### src/rtl/fsm_eg_param.sv
// fsm_eg_param: four-state Moore FSM with a parameterised S3 dwell counter,
// an S0->S1 transition counter and an optional S1 watchdog.
//
// Optional feature: define FSM_EG_TIMEOUT_EN to build the S1 watchdog. Without
// it, timeout is tied low and S1 may be held indefinitely.
//
// Parameters:
//   DATA_W   - width of x and y (2..32)
//   HOLD_CNT - dwell cycles in S3 (1..2^DATA_W-1)
//   TIMEOUT  - S1 watchdog limit in cycles (2..65535), used only with the watchdog
//
// Ports:
//   clk      in   clock, all state changes on the rising edge
//   rst_n    in   asynchronous active-low reset
//   a, b     in   control inputs
//   x        out  DATA_W  count of S0->S1 transitions (wraps)
//   y        out  DATA_W  Moore output decoded from registered state only
//   state_o  out  2       current state code (S0=0, S1=1, S2=2, S3=3)
//   done     out  1       one-cycle pulse in the first cycle back in S0 after S3
//   timeout  out  1       sticky watchdog flag, cleared only by reset

module fsm_eg_param #(
    parameter int unsigned DATA_W   = 8,
    parameter int unsigned HOLD_CNT = 4,
    parameter int unsigned TIMEOUT  = 16
) (
    input  logic              clk,
    input  logic              rst_n,
    input  logic              a,
    input  logic              b,
    output logic [DATA_W-1:0] x,
    output logic [DATA_W-1:0] y,
    output logic [1:0]        state_o,
    output logic              done,
    output logic              timeout
);

    typedef enum logic [1:0] {
        S0 = 2'd0,
        S1 = 2'd1,
        S2 = 2'd2,
        S3 = 2'd3
    } state_e;

    localparam logic [DATA_W-1:0] HoldInit = DATA_W'(HOLD_CNT - 1);

    state_e            r_state;
    state_e            w_state_next;
    logic [DATA_W-1:0] r_x;
    logic [DATA_W-1:0] r_hold;
    logic [DATA_W-1:0] w_hold_next;
    logic              r_done;
    logic              w_s0_to_s1;
    logic              w_s3_to_s0;

`ifdef FSM_EG_TIMEOUT_EN
    logic [15:0] r_wd;
    logic        r_timeout;
    logic        w_wd_expire;

    // Last permitted S1 cycle: the coming edge forces S0 whatever a/b say.
    assign w_wd_expire = (r_state == S1) && (r_wd == 16'(TIMEOUT - 1));
`endif

    // State register
    always_ff @(posedge clk or negedge rst_n) begin
        if (!rst_n) begin
            r_state <= S0;
        end else begin
            r_state <= w_state_next;
        end
    end

    // Next-state and hold-counter logic
    always_comb begin
        w_state_next = S0;
        w_hold_next  = r_hold;
        case (r_state)
            S0: begin
                if (a && !b) begin
                    w_state_next = S1;
                end else if (a && b) begin
                    w_state_next = S2;
                end else begin
                    w_state_next = S0;
                end
            end
            S1: begin
                if (a) begin
                    w_state_next = S0;
                end else if (b) begin
                    w_state_next = S2;
                end else begin
                    w_state_next = S1;
                end
            end
            S2: begin
                w_state_next = S3;
                w_hold_next  = HoldInit;
            end
            S3: begin
                // b reloads the dwell and wins over an expired counter.
                if (b) begin
                    w_state_next = S3;
                    w_hold_next  = HoldInit;
                end else if (r_hold == '0) begin
                    w_state_next = S0;
                end else begin
                    w_state_next = S3;
                    w_hold_next  = r_hold - DATA_W'(1);
                end
            end
            default: w_state_next = S0;
        endcase
`ifdef FSM_EG_TIMEOUT_EN
        if (w_wd_expire) begin
            w_state_next = S0;
        end
`endif
    end

    // Outputs decoded from registers only
    always_comb begin
        y = '0;
        case (r_state)
            S0:      y = '0;
            S1:      y = '1;
            S2:      y = DATA_W'(1);
            S3:      y = r_hold;
            default: y = '0;
        endcase
    end

    assign state_o = r_state;
    assign x       = r_x;
    assign done    = r_done;

    assign w_s0_to_s1 = (r_state == S0) && (w_state_next == S1);
    assign w_s3_to_s0 = (r_state == S3) && (w_state_next == S0);

    // Transition counter, dwell counter and done pulse
    always_ff @(posedge clk or negedge rst_n) begin
        if (!rst_n) begin
            r_x    <= '0;
            r_hold <= '0;
            r_done <= 1'b0;
        end else begin
            if (w_s0_to_s1) begin
                r_x <= r_x + DATA_W'(1);
            end
            r_hold <= w_hold_next;
            r_done <= w_s3_to_s0;
        end
    end

`ifdef FSM_EG_TIMEOUT_EN
    // Watchdog counts consecutive S1 cycles and clears on any exit.
    always_ff @(posedge clk or negedge rst_n) begin
        if (!rst_n) begin
            r_wd      <= '0;
            r_timeout <= 1'b0;
        end else begin
            if ((r_state == S1) && (w_state_next == S1)) begin
                r_wd <= r_wd + 16'd1;
            end else begin
                r_wd <= '0;
            end
            if (w_wd_expire) begin
                r_timeout <= 1'b1;
            end
        end
    end

    assign timeout = r_timeout;
`else
    assign timeout = 1'b0;
`endif

endmodule
### config.mk
export PLATFORM = sky130hd
export DESIGN_NAME = fsm_eg_param
export DESIGN_NICKNAME = d
export VERILOG_FILES = /design/src/rtl/fsm_eg_param.sv
export SDC_FILE = /design/constraint.sdc
export NUM_CORES = 1
export LEC_CHECK = 0
export CORE_MARGIN = 4
export CORE_UTILIZATION = 49
export DETAILED_ROUTE_END_ITERATION = 16
export GPL_ROUTABILITY_DRIVEN = 0
export PLACE_DENSITY_LB_ADDON = 0.08
export SLEW_MARGIN = 5
export SYNTH_ARGS = -nofsm -noshare
export SYNTH_HDL_FRONTEND = slang
export SYNTH_SLANG_ARGS = --single-unit
### constraint.sdc
create_clock -name clk -period 2.47 [get_ports clk]
set_input_delay 0.494 -clock clk [delete_from_list [all_inputs] [get_ports clk]]
set_output_delay 0.494 -clock clk [all_outputs]
set_load 0.01 [all_outputs]
==> impl_metrics.toml <==
[status]
status = "finished, final reports clean"

[logic_synthesis]
ys_ff_latch = 19
ys_top_cells_by_count = "dfrtp_1, xnor2_1, inv_1"
synth_nets = 110
synth_area_sq_um = 1080
yosys.area.top_type_share_pct = 44.0
synth-async-reset-ratio_pct = 100
syn_inst = 104
synthTopCellsByArea = "dfrtp_1, xnor2_1, a21boi_0"
yosys_warnings = 0
ys_seq_area_share_pct = 44.0
yosys.area.top_type = "dfrtp_1"
synth_top_flop_cell = "dfrtp_1"
synth_edf_count = 0
syn_area_per_cell_sq_um = 10.4
synthDistinctLibCells = 45
post-synth-top-count-cell = "dfrtp_1"

[clock_network]
numClockSinks = 19
h-tree-depth = 1
numCtsBuffers = 3
postCtsSetupRepairBufs = 0
clk_latency_ps = 290
ctsResizeCount = 0
cts-root-buf = "clkbuf_4"
cts_tree = "yes"
clkTransAtPathRegs_ps = 100
clockBufferDepth = 2
ctsHoldBuffers = 0

[global_route]
grt_usage_pct = 17.3
antenna_found_initial = 0
grt_pass1_wl_microns = 3840
grt_max_degree = 20
overflow = 0
grt_pass1_vias = 829

[drt]
route.detailed.drc = 0
drt-total-wl_microns = 2410
vias_per_cell = 5.83
antenna_left = 0
vias = 916
avgRoutedWirePerCell_microns = 15.4
drtIter0Drc = 31
first_pass_iters = 4

[floorplan]
row_count = 16
initial_core_util_pct = 53.5
die_area_sq_um = 3020
core_region_area_sq_um = 2020
io_pins = 24
die_h_microns = 55.0
fp.dieW_microns = 55.0

[critical_path]
crit_family = "flip-flops"
cp_num_buf_inv = 1
worstSetupStartpointType = "flop"
crit_slowest_cell = "dfrtp_1"
critPathMaxFanout = 16
path_cells = "a21boi_0, clkdlybuf4s50_1"
worstRegToRegCells = 5
cp.arrival_ps = 1770
worstPathRequired_ps = 1980
worst_path_largest_cell_delay_ps = 690
path_depth = 2
path_class = "reg2out"
crit_path_end_kind = "output port"

[layout]
antennaDiodeCount = 0
layout-drive-gt1-share_pct = 10.8
fin_nets = 137
fin_util_pct = 67.8
areaGrowthSynthToFinish_pct = 26.9

[sta]
worstMarginPinSlew_ps = 680
setup-violations-final = 0
slew_headroom_pct = 54.0
fin_crit_ps = 2260
fin_crit_sh_pct = 91.6
rsz0062_at_grt = "false"
drv_slew = 0
tns_ps = 0
report.final.hold_viol_count = 0
finalClockSkew_ps = 11.2
fmax_mhz = 442

[place]
hpwl_microns = 1730
io_buffer_count = 22

[power_and_ir_drop]
vdd_drop_max_v = 0.000719
leakage_nw = 0.595
fin_total_pwr_mw = 1.38
cellPowerDensity_nw_per_um2 = 1010

[run]
max_cap_violations = 0

[worst_hold_path]
hold_class = "reg2reg"
holdPathStages = 1
[metal layers]
metal	vias to the layer above	wire length, microns	global-route usage (%)
met2	31	1060	25.2
met4	0	0	2.43
met3	0	173	2.95
li1	441	-	-
met1	444	1180	27.2
met5	-	0	0
[final cells by class]
class	instances	area [sq um]
fillers	168	651
multi-input cells	75	563
flip-flops and latches	19	475
repair buffers	26	250
well taps	27	33.8
clock buffers	4	26.3
inverters	6	22.5
[report_power, final]
| part | internal (mW) | total [mW] | switching [mW] |
|---|---|---|---|
| Combinational | 0.386 | 0.704 | 0.318 |
| Sequential | 0.376 | 0.520 | 0.143 |
| Clock | 0.0626 | 0.158 | 0.0949 |
| Total | 0.825 | 1.38 | 0.556 |
[kinds of logic (layout without fill, tap and decap cells)]
kind of cell             count (synthesis)  after routing  share of synthesized area [%]
AO/OA/AOI/OAI                           25             25                           18.9
XOR/XNOR                                 8              8                           6.48
buffers and inverters                   10             36                           3.94
multiplexers                             2              2                           2.08
AND/OR/NAND/NOR                         37             37                           22.0
other                                    1              1                          0.347
flip-flops                              19             19                           44.0
adder cells (fa/ha/maj)                  2              2                           2.31
[state kept, by name (all words and copies together), names as in the netlist]
signal   cells
x            8
done         1
state_o      2
r_hold       8
[metrics by stage]
step	setup slack [ps]	hold slack (ps)	area, sq um	instances
after CTS	195	484	1370	157
after floorplan	673	198	1080	104
after detailed placement	356	465	1350	153
final	207	477	1370	157
after global placement	395	461	1350	153
after global routing	66.0	504	1370	157
[path summary, 6_finish.rpt]
kind | from | endpoint | slack [ps]
max in group asynchronous | rst_n | x[6] | 1730
min in group asynchronous | rst_n | r_hold[2] | 520
setup / recovery | state_o[0] | y[1] | 210
hold reg to reg | x[7] | x[7] | 480
setup reg to reg | r_hold[0] | r_hold[6] | 540
hold / removal | x[7] | x[7] | 480
[placed cells by master, fill, tap and decap left out, types with 3 or more instances in the layout]
cell type,instances
nor2_1,5
o21ai_0,3
nand3_1,4
dfrtp_1,19
o21a_1,3
clkdlybuf4s50_1,22
buf_4,4
inv_1,6
clkbuf_4,3
a21boi_0,4
nand2_1,5
xnor2_1,7
No activity file was read; power rests on OpenSTA's default activity.
